==> config.mk <==
export PLATFORM = sky130hd
export DESIGN_NAME = usb_rx_sample_ctrl_flat
export DESIGN_NICKNAME = d
export VERILOG_FILES = /design/src/rtl/usb_rx_pkg.sv /design/src/rtl/usb_rx_sample_ctrl_if.sv /design/src/rtl/usb_bit_timer.sv /design/src/rtl/usb_rx_sample_ctrl.sv /design/src/flat_wrapper.sv
export SDC_FILE = /design/constraint.sdc
export NUM_CORES = 1
export LEC_CHECK = 0
export BUFFER_PORTS_ARGS = -buffer_cell sky130_fd_sc_hd__buf_2
export CORE_UTILIZATION = 55
export DETAILED_ROUTE_END_ITERATION = 8
export PLACE_DENSITY = 0.8
export SKIP_LAST_GASP = 1
export SYNTH_ARGS = -nofsm -noshare
export SYNTH_HDL_FRONTEND = slang
export SYNTH_HIERARCHICAL = 1
export SYNTH_SLANG_ARGS = --single-unit
export TNS_END_PERCENT = 5
==> constraint.sdc <==
create_clock -name clk -period 2.8 [get_ports clk]
set_clock_uncertainty 0.05 [all_clocks]
set_input_delay 0.56 -clock clk [delete_from_list [all_inputs] [get_ports clk]]
set_output_delay 0.56 -clock clk [all_outputs]
set_load 0.01 [all_outputs]
==> src/rtl/usb_rx_pkg.sv <==
// Shared types and constants for the USB full-speed receive sampling path.
package usb_rx_pkg;

  // Sampling controller states.
  typedef enum logic [1:0] {
    IDLE     = 2'd0,
    RECEIVE  = 2'd1,
    EOP_WAIT = 2'd2
  } rx_samp_state_t;

  // Line states encoded as {d_plus, d_minus}.
  localparam logic [1:0] LINE_J   = 2'b10;
  localparam logic [1:0] LINE_K   = 2'b01;
  localparam logic [1:0] LINE_SE0 = 2'b00;

  localparam int DEF_CLKS_PER_BIT = 8;
  localparam int DEF_SAMPLE_POINT = 3;
  localparam int DEF_STUFF_LIMIT  = 6;

endpackage

==> src/rtl/usb_rx_sample_ctrl_if.sv <==
// Strobe bundle between the sampling controller and the RX shift register / RX FSM.
// Handshake: rx_enable is a level the consumer holds; every other signal is driven
// by the controller, and shift_enable, byte_received, eop and stuff_err are
// one-cycle strobes with no backpressure -- the consumer must take them when high.
// d_orig is only meaningful in a cycle where shift_enable is high.
interface usb_rx_sample_ctrl_if;
  import usb_rx_pkg::*;

  logic           rx_enable;
  logic           rcving;
  logic           shift_enable;
  logic           d_orig;
  logic           byte_received;
  logic           eop;
  logic           stuff_err;
  rx_samp_state_t state_dbg;

  modport slave (
    input  rx_enable,
    output rcving, shift_enable, d_orig, byte_received, eop, stuff_err, state_dbg
  );

  modport master (
    output rx_enable,
    input  rcving, shift_enable, d_orig, byte_received, eop, stuff_err, state_dbg
  );

endinterface

==> src/rtl/usb_bit_timer.sv <==
// Bit-phase counter: re-phases on every D+ edge and flags the sample cycle.
module usb_bit_timer #(
  parameter int CLKS_PER_BIT = 8,
  parameter int SAMPLE_POINT = 3
) (
  input  logic clk,
  input  logic n_rst,
  input  logic d_plus_sync,
  input  logic enable,      // a packet is in progress
  input  logic start,       // an edge now may open a packet
  output logic line_edge,
  output logic sample_now
);

  localparam int CW = $clog2(CLKS_PER_BIT);
  localparam logic [CW-1:0] PHASE_LAST = CW'(CLKS_PER_BIT - 1);
  localparam logic [CW-1:0] PHASE_SAMP = CW'(SAMPLE_POINT);

  logic          prev_dp;
  logic [CW-1:0] clk_cnt;

  assign line_edge  = d_plus_sync ^ prev_dp;
  // An edge coinciding with the sample phase still samples; the counter reloads anyway.
  assign sample_now = enable && (clk_cnt == PHASE_SAMP);

  // Previous D+ and phase counter; the edge cycle is phase 0, so reload with 1.
  always_ff @(posedge clk or negedge n_rst) begin
    if (!n_rst) begin
      prev_dp <= 1'b1;
      clk_cnt <= '0;
    end else begin
      prev_dp <= d_plus_sync;
      if (line_edge && (enable || start)) begin
        clk_cnt <= CW'(1);
      end else if (!enable) begin
        clk_cnt <= '0;
      end else if (clk_cnt == PHASE_LAST) begin
        clk_cnt <= '0;
      end else begin
        clk_cnt <= clk_cnt + CW'(1);
      end
    end
  end

endmodule

==> src/rtl/usb_rx_sample_ctrl.sv <==
// USB full-speed receive sampling controller: NRZI decode, bit-unstuffing,
// SE0/EOP detection and registered strobes for the RX shift register and RX FSM.
module usb_rx_sample_ctrl
  import usb_rx_pkg::*;
#(
  parameter int CLKS_PER_BIT = DEF_CLKS_PER_BIT,
  parameter int SAMPLE_POINT = DEF_SAMPLE_POINT,
  parameter int STUFF_LIMIT  = DEF_STUFF_LIMIT
) (
  input  logic clk,
  input  logic n_rst,
  input  logic d_plus_sync,
  input  logic d_minus_sync,
  usb_rx_sample_ctrl_if.slave rx
);

  localparam int OW = $clog2(STUFF_LIMIT + 1);
  localparam logic [OW-1:0] ONES_LIMIT = OW'(STUFF_LIMIT);

  rx_samp_state_t state, state_n;
  logic          last_sample, last_sample_n;
  logic [2:0]    bit_cnt, bit_cnt_n;
  logic [OW-1:0] ones_cnt, ones_cnt_n;
  logic          d_orig_q, d_orig_n;
  logic          shift_q, shift_n;
  logic          byte_q, byte_n;
  logic          eop_q, eop_n;
  logic          stuff_q, stuff_n;

  logic       line_edge;
  logic       sample_now;
  logic       dec_bit;
  logic [1:0] line;

  assign line    = {d_plus_sync, d_minus_sync};
  assign dec_bit = (d_plus_sync == last_sample);

  usb_bit_timer #(
    .CLKS_PER_BIT(CLKS_PER_BIT),
    .SAMPLE_POINT(SAMPLE_POINT)
  ) u_bit_timer (
    .clk        (clk),
    .n_rst      (n_rst),
    .d_plus_sync(d_plus_sync),
    .enable     (state != IDLE),
    .start      ((state == IDLE) && rx.rx_enable),
    .line_edge  (line_edge),
    .sample_now (sample_now)
  );

  // State, decode history, counters and registered strobes.
  always_ff @(posedge clk or negedge n_rst) begin
    if (!n_rst) begin
      state       <= IDLE;
      last_sample <= 1'b1;
      bit_cnt     <= '0;
      ones_cnt    <= '0;
      d_orig_q    <= 1'b1;
      shift_q     <= 1'b0;
      byte_q      <= 1'b0;
      eop_q       <= 1'b0;
      stuff_q     <= 1'b0;
    end else begin
      state       <= state_n;
      last_sample <= last_sample_n;
      bit_cnt     <= bit_cnt_n;
      ones_cnt    <= ones_cnt_n;
      d_orig_q    <= d_orig_n;
      shift_q     <= shift_n;
      byte_q      <= byte_n;
      eop_q       <= eop_n;
      stuff_q     <= stuff_n;
    end
  end

  // Next state: SE0 first, then unstuffing, then a normal data bit.
  always_comb begin
    state_n       = state;
    last_sample_n = last_sample;
    bit_cnt_n     = bit_cnt;
    ones_cnt_n    = ones_cnt;
    d_orig_n      = d_orig_q;
    shift_n       = 1'b0;
    byte_n        = 1'b0;
    eop_n         = 1'b0;
    stuff_n       = 1'b0;
    case (state)
      IDLE: begin
        if (line_edge && rx.rx_enable) begin
          state_n    = RECEIVE;
          bit_cnt_n  = '0;
          ones_cnt_n = '0;
        end
      end
      RECEIVE: begin
        if (sample_now) begin
          if (line == LINE_SE0) begin
            eop_n   = 1'b1;
            state_n = EOP_WAIT;
          end else begin
            last_sample_n = d_plus_sync;
            if (ones_cnt == ONES_LIMIT) begin
              if (!dec_bit) begin
                ones_cnt_n = '0;
              end else begin
                stuff_n = 1'b1;
                state_n = EOP_WAIT;
              end
            end else begin
              d_orig_n   = dec_bit;
              shift_n    = 1'b1;
              ones_cnt_n = dec_bit ? (ones_cnt + OW'(1)) : '0;
              bit_cnt_n  = bit_cnt + 3'd1;
              byte_n     = (bit_cnt == 3'd7);
            end
          end
        end
      end
      EOP_WAIT: begin
        if (sample_now && (line == LINE_J)) begin
          state_n       = IDLE;
          last_sample_n = 1'b1;
        end
      end
      default: state_n = IDLE;
    endcase
  end

  assign rx.rcving        = (state != IDLE);
  assign rx.shift_enable  = shift_q;
  assign rx.d_orig        = d_orig_q;
  assign rx.byte_received = byte_q;
  assign rx.eop           = eop_q;
  assign rx.stuff_err     = stuff_q;
  assign rx.state_dbg     = state;

endmodule

==> src/flat_wrapper.sv <==
// flat-port wrapper written by rule: the top's interface ports become plain ports
module usb_rx_sample_ctrl_flat import usb_rx_pkg::*;
#(
  parameter int CLKS_PER_BIT = DEF_CLKS_PER_BIT,
  parameter int SAMPLE_POINT = DEF_SAMPLE_POINT,
  parameter int STUFF_LIMIT  = DEF_STUFF_LIMIT
)
  (clk, n_rst, d_plus_sync, d_minus_sync, rx_rx_enable, rx_rcving, rx_shift_enable, rx_d_orig, rx_byte_received, rx_eop, rx_stuff_err, rx_state_dbg);
  usb_rx_sample_ctrl_if rx_i ();
  input  logic clk;
  input  logic n_rst;
  input  logic d_plus_sync;
  input  logic d_minus_sync;
  input wire logic [$bits(rx_i.rx_enable)-1:0] rx_rx_enable;
  output wire logic [$bits(rx_i.rcving)-1:0] rx_rcving;
  output wire logic [$bits(rx_i.shift_enable)-1:0] rx_shift_enable;
  output wire logic [$bits(rx_i.d_orig)-1:0] rx_d_orig;
  output wire logic [$bits(rx_i.byte_received)-1:0] rx_byte_received;
  output wire logic [$bits(rx_i.eop)-1:0] rx_eop;
  output wire logic [$bits(rx_i.stuff_err)-1:0] rx_stuff_err;
  output wire logic [$bits(rx_i.state_dbg)-1:0] rx_state_dbg;
  assign rx_i.rx_enable = rx_rx_enable;
  assign rx_rcving = rx_i.rcving;
  assign rx_shift_enable = rx_i.shift_enable;
  assign rx_d_orig = rx_i.d_orig;
  assign rx_byte_received = rx_i.byte_received;
  assign rx_eop = rx_i.eop;
  assign rx_stuff_err = rx_i.stuff_err;
  assign rx_state_dbg = rx_i.state_dbg;
  usb_rx_sample_ctrl #(.CLKS_PER_BIT(CLKS_PER_BIT), .SAMPLE_POINT(SAMPLE_POINT), .STUFF_LIMIT(STUFF_LIMIT)) u_core (.clk(clk), .n_rst(n_rst), .d_plus_sync(d_plus_sync), .d_minus_sync(d_minus_sync), .rx(rx_i));
endmodule
==> results.md, run 1 <==
- Syn_nets: 94
- Slew HR: roughly three quarters
- # fillers: ~120
- Largest cells by area after synthesis: dfrtp_1 39%, ha_1 9.0%, dfstp_2 8.1%, xnor2_2 3.3%, a2bb2oi_2 3.1%
- Residual DRC: 1
- TritonCTS clock tree: built
- Crit end category: primary output
- Max Fclk: between 500 and 600 MHz
- Drt total wl: roughly 1.6 mm
- WL/cell: 14.34 um
- Vias per inst: slightly below 6
- GP Congestion: a little under 0.8
- Core Area: ~1600 um^2
- Largest net degree at the start of global routing: 19
- Sequential share of the synthesized area: 46.72%
- Crit Reg-Reg Endpoint: u_core/bit_cnt[2]$_DFFE_PN0P_
- Commonest cells after routing, fill and taps aside: 15 x dfrtp_1, 12 x buf_2, 7 x ha_1, 5 x inv_1, 4 x nand2_1
- Nets: 110
- Effective utilization at floorplan: between 60 and 70%
- Setup crit start kind: register
- Max Cap Viol: 0
- Yosys cell types: 37
- Tcrit/Tclk final: 68.89%
- Worst R2R Setup Slack: roughly 910 ps
- Vias in the first global route: approximately 670
- First DRT Iteration DRCs: 21
- Hold Crit Class: in -> async
- Clock-pin slew on the worst setup and hold paths: 100 ps
- Cell count after synthesis: slightly above 80
- Syn_area_per_cell: about 12 um^2
- Initial antenna violation count: 0
- Worst R2R Start: u_core/rx.state_dbg[1]$_DFFE_PN0P_
- Post-CTS setup buffer count: 0
- Critical Path Fanout Max: 10
- Run status: finished with violations
- Worst-Margin Slew: slightly below 400 ps
- Tmin final: slightly below 2000 ps
- Yosys warns: 6
- Synth top area share: approximately two fifths
- # setup viols final: 0
- Buffers on Ports: 12
- Total power: about 0.95 mW
- CTS buffer count: 3
- Synth Cell Area: 972.2 um^2
- Site Rows: 14
- Synth Register Bits: 18
- Share of layout cells above drive strength 1: 32.99%
- Clk buf depth: 2
- Most common cell after layout, fill and taps aside: dfrtp_1
- Failing checks: design-rule violations
- Vias: 674
- Worst hold slack: 125.4 ps
- Die Area: between 1500 and 2000 um^2
- Final Max Slew Viols: 0
- Synthesis-to-finish area growth: 10.81%
- Global Route Usage Sum: about a fifth
- Peak supply drop: approximately 0.54 mV
- RSZ-0062 raised after global routing: false
- Die extent in x: approximately 44 um
- DRT antenna net count: 0
- Pwr dens: between 800 and 900 nW/um^2
- Dpl hpwl: 1.184 mm
- Worst endpoint required time: about 2200 ps
- H-tree depth: 1
- Worst reg-to-reg path cell count: 5
- Skew-Pair Late Insertion Delay: approximately 290 ps
- I/O pins: 13
- Cts repair resizes: 0
- CTS Hold Bufs: 0
- Setup TNS: 0 ps
- CP Data Arrival Time: between 1000 and 1500 ps
- Die height: approximately 44 um
- WS Path Type: reg -> out
- First-pass GRT wire length: 2.911 mm
- Final hold vios: 0
- GR Overflow Total: 0
- Ant diodes: 0
- Leak: between 0.5 and 0.6 nW
- Root Buffer: clkbuf_4
- Pre-antenna DRT Iters: 6
- Synth area leader: dfrtp_1
- Clk sink count: 18
worst max-delay path by stage:
| stage | startpoint | to | slack, ps | depth (start not counted) |
|---|---|---|---|---|
| global route | u_core/rx.state_dbg[1]$_DFFE_PN0P_ | u_core/bit_cnt[2]$_DFFE_PN0P_ | 750 | 5 |
| finish | u_core/rx.state_dbg[1]$_DFFE_PN0P_ | rx_rcving | 870 | 2 |
| floorplan | u_core/rx.state_dbg[1]$_DFFE_PN0P_ | u_core/bit_cnt[0]$_DFFE_PN0P_ | 1050 | 5 |
| detailed placement | u_core/rx.state_dbg[1]$_DFFE_PN0P_ | u_core/bit_cnt[0]$_DFFE_PN0P_ | 940 | 5 |
| CTS | u_core/rx.state_dbg[1]$_DFFE_PN0P_ | rx_rcving | 850 | 2 |
| global placement | u_core/rx.state_dbg[1]$_DFFE_PN0P_ | u_core/bit_cnt[0]$_DFFE_PN0P_ | 970 | 5 |
sequential cells by signal, indices dropped and copies added, names as in the netlist:
register                    cells
u_core/bit_cnt                  3
u_core/ones_cnt                 3
u_core/u_bit_timer/clk_cnt      3
u_core/rx.state_dbg             2
u_core/last_sample              1
u_core/rx.byte_received         1
u_core/rx.d_orig                1
u_core/rx.eop                   1
u_core/rx.shift_enable          1
u_core/rx.stuff_err             1
u_core/u_bit_timer/prev_dp      1
area by class of cell:
class,count,area (um^2),area share (%)
multi-input combinational,57,484.2,44.95
sequential,18,454.2,42.16
timing repair buffer,12,60.06,5.575
clock buffer,4,36.28,3.368
inverter,6,22.52,2.091
tap,16,20.02,1.858
metrics by stage:
step           cell area [um^2]  std cells  setup slack [ps]  utilization, %
2_1_floorplan             972.2         82              1054               -
3_3_place_gp               1041        109             965.3           66.03
3_5_place_dp               1041        109             944.3           66.03
4_1_cts                    1077        113             851.5           68.33
5_1_grt                    1077        113             752.9           68.33
6_report                   1077        113             871.2           68.33
synthesized netlist by cell type:
master,n
a21o_1,1
a21oi_1,3
a22o_1,3
a2bb2oi_1,1
a2bb2oi_2,2
a311oi_2,1
a31oi_1,2
a32o_1,1
and2_1,2
and3_1,1
and3b_4,1
buf_6,1
dfrtp_1,15
dfstp_2,3
ha_1,7
inv_1,5
inv_2,1
mux2_4,1
nand2_1,4
nand2b_1,2
nand3_1,2
nand3b_1,2
nand3b_4,1
nand4_1,1
nor2_1,3
nor2b_2,1
nor3_1,2
nor3_2,1
nor3b_2,1
o211ai_1,2
o21ai_0,2
o21ai_1,1
o21bai_1,1
o221ai_1,1
o2bb2ai_1,1
or2_2,1
xnor2_2,2
cell families after synthesis:
| logic type | after synthesis | share of synthesized area [%] |
|---|---|---|
| simple gates | 25 | 17.37 |
| fa+ha+maj | 7 | 9.009 |
| mux | 1 | 1.544 |
| xor+xnor | 2 | 3.346 |
| compound gates | 22 | 18.53 |
| flops | 18 | 46.72 |
| buf+inv | 7 | 3.475 |
routing by layer:
metal	vias to the layer above	wire, um	part of all wire [%]	global-route usage, %
met3	6	50	3.1	3.673
met2	17	713	44	32.65
met4	0	50	3.1	12.73
met1	317	805	50	27.72
met5	-	0	0	0
li1	334	-	-	-
where the power goes:
| part | switching (mW) | internal (mW) |
|---|---|---|
| registers | 0.0803 | 0.354 |
| logic | 0.178 | 0.182 |
| clock network | 0.0743 | 0.0792 |
| total | 0.333 | 0.616 |
worst max-delay path, cell delays in order, from the launching register on:
cell	delay [ps]
dfrtp_1	510
or2_2	370
buf_2	150
Power figures use the tool's default switching activity.
==> run 2, diff against run 1 <==
==> constraint.sdc (replaced) <==
create_clock -name clk -period 1.8 [get_ports clk]
set_clock_uncertainty 0.05 [all_clocks]
set_input_delay 0.36 -clock clk [delete_from_list [all_inputs] [get_ports clk]]
set_output_delay 0.36 -clock clk [all_outputs]
set_load 0.01 [all_outputs]
==> run 2 against run 1 <==
The flow now finishes without violations. Routed wire length rose by 15%. Non-clock buffer count rose by 4. Power rose by 58%. Critical path depth rose by 4. Via count rose by 9.1%.
==> results.md, run 2 (synthesis gave the netlist of run 1 again) <==
- Run status: complete, no violations
- Final hold vios: 0 (unchanged)
- Worst hold slack: 284.1 ps (+158.7 ps)
- Pre-antenna DRT Iters: 7 (+1)
- WS Path Type: reg -> reg
- Worst path slowest cell: dfrtp_1
- Cell mode on critical path: ha_1
- CP top delay family: simple AND/OR/NAND/NOR gates
- H-tree depth: 1 (unchanged)
- Most common cell after layout, fill and taps aside: dfrtp_1
- Setup crit start: u_core/u_bit_timer/clk_cnt[0]$_DFF_PN0_
- Top flop regs: u_core/bit_cnt: 3 flops, u_core/ones_cnt: 3 flops, u_core/u_bit_timer/clk_cnt: 3 flops
- Slew HR: 73.39% (-0.54 points)
- Setup slack after layout: 79.04 ps (-792.1 ps)
- Area occupied by multi-input gates: 495.5 um^2 (+2.3%)
- CP Data Arrival Time: 1900 ps (+580 ps)
- Largest net degree at the start of global routing: 19 (unchanged)
- Worst R2R Setup Slack: 80 ps (-830 ps)
- Clk buf depth: 2 (unchanged)
- Pwr dens: 1346 nW/um^2 (+53%)
- Clock-pin slew on the worst setup and hold paths: 110 ps (about the same)
- Root Buffer: clkbuf_4
- Nets: 114 (+3.6%)
- Setup crit start kind: register
- Drt total wl: 1.869 mm (+15%)
- # fillers: 119 (unchanged)
- Leak: 0.5350 nW (+1.9%)
- Buffers on Ports: 12 (unchanged)
- Setup TNS: 0 ps (unchanged)
- CTS buffer count: 3 (unchanged)
- Worst R2R Start: u_core/u_bit_timer/clk_cnt[0]$_DFF_PN0_
- Cell Chain, Critical Path: ha_1 > ha_1 > and2_2 > and3b_4 > a2bb2oi_2 > mux2_4
- Dpl hpwl: 1.313 mm (+11%)
- Register area: 454.2 um^2 (unchanged)
- DRT antenna net count: 0 (unchanged)
- Worst-Margin Slew: 399.2 ps (+10.22 ps)
- First DRT Iteration DRCs: 27 (+29%)
- Critical Path Fanout Max: 6 (-4)
- Post-Place Setup Slack: 40.86 ps (-903.4 ps)
- Clk sink count: 18 (unchanged)
- # setup viols final: 0 (unchanged)
- Residual DRC: 0 (-1)
- Tmin final: roughly 1700 ps
- Skew-Pair Late Insertion Delay: 290 ps (about the same)
- Core Area: 1577 um^2 (unchanged)
- Max Cap Viol: 0 (unchanged)
- RSZ-0062 raised after global routing: false
- Max Fclk: around 580 MHz
- Design area: 1111 um^2 (+3.1%)
- GR Overflow Total: 0 (unchanged)
- Die height: 44.04 um (unchanged)
- Worst endpoint required time: 1980 ps (-210 ps)
- Peak supply drop: 0.7657 mV (+42%)
- Post-placement cell area: 1064 um^2 (+2.2%)
- Global Route Usage Sum: 22.36% (+1.3 points)
- Initial antenna violation count: 0 (unchanged)
- Tcrit/Tclk final: 95.61%
- Commonest cells after routing, fill and taps aside: 15 x dfrtp_1, 12 x buf_2, 7 x ha_1, 5 x inv_1, 4 x nand2_1
- Effective utilization at floorplan: 61.67% (unchanged)
- Vias in the first global route: 730 (+9.3%)
- First-pass GRT wire length: 3.125 mm (+7.4%)
- Non-filler cells, final: 117 (+3.5%)
- GP Congestion: 0.7861 (-0.34%)
- TritonCTS clock tree: built
- Hold Crit Start: d_minus_sync
- Placed cell count: 112 (+2.8%)
- Die extent in x: 44.04 um (unchanged)
- Crit end category: register
- Final Max Slew Viols: 0 (unchanged)
- Vias per inst: 6.282 (+5.3%)
- I/O pins: 13 (unchanged)
- Site Rows: 14 (unchanged)
- WL/cell: 15.97 um (+11%)
- WP buf/inv: 0 (-1)
- Share of layout cells above drive strength 1: 35.64% (+2.7 points)
- Synthesis-to-finish area growth: 14.29%
- Ant diodes: 0 (unchanged)
- Vias: 735 (+9.1%)
- Die Area: 1940 um^2 (unchanged)
- Hold Crit Class: in -> reg
- CP max stage delay: 400 ps (-110 ps)
-- run 2: cell count changes in the layout (fill, tap and decap cells not counted), sizes merged --
| cell | previous run | this run |
|---|---|---|
| dlygate4sd3 | 0 | 1 |
| buf | 12 | 15 |
-- run 2: repair_timing --
item / CTS / global route
buffers inserted: 0 / 0
gates resized for setup: 1 / 2
cloned: 0 / 0
endpoints found under the setup margin: 1 / 6
hold buffers: 1 / 0
endpoints found under the hold margin: 15 / 0
-- run 2: final timing paths --
path / cells past startpoint / end
max: 6 / u_core/bit_cnt[0]$_DFFE_PN0P_
min: 2 / u_core/rx.eop$_DFF_PN0_
max reg2reg: 6 / u_core/bit_cnt[0]$_DFFE_PN0P_
min reg2reg: 1 / u_core/bit_cnt[2]$_DFFE_PN0P_
max in group asynchronous: 2 / u_core/u_bit_timer/prev_dp$_DFF_PN1_
min in group asynchronous: 2 / u_core/rx.state_dbg[0]$_DFFE_PN0P_
-- run 2: layout make-up --
type                       instances  share of cell area (%)
clock buffer                       4                   2.365
timing repair buffer              16                   8.333
sequential                        18                   40.88
inverter                           6                   2.027
multi-input combinational         57                   44.59
tap                               16                   1.802
-- run 2: through the flow --
| step | total power, mW | util [%] |
|---|---|---|
| finish | 1.496 | 70.48 |
| global route | 1.595 | 70.48 |
| CTS | 1.495 | 70.00 |
| detailed placement | 1.275 | 67.46 |
| global placement | 1.241 | 67.46 |
| floorplan | 1.091 | - |
-- run 2: where the power goes --
group          leakage (nW)  internal (mW)  switching [mW]
Combinational         0.292          0.311           0.331
Sequential            0.228          0.551          0.0951
Clock                0.0150         0.0861           0.121
Total                 0.535          0.949           0.547
-- run 2: metal layers --
layer / GRT usage, % / wire length, um
met1: 27.64 / 783
met2: 38.82 / 1005
met5: 0 / 0
met3: 2.449 / 68
met4: 10.91 / 11
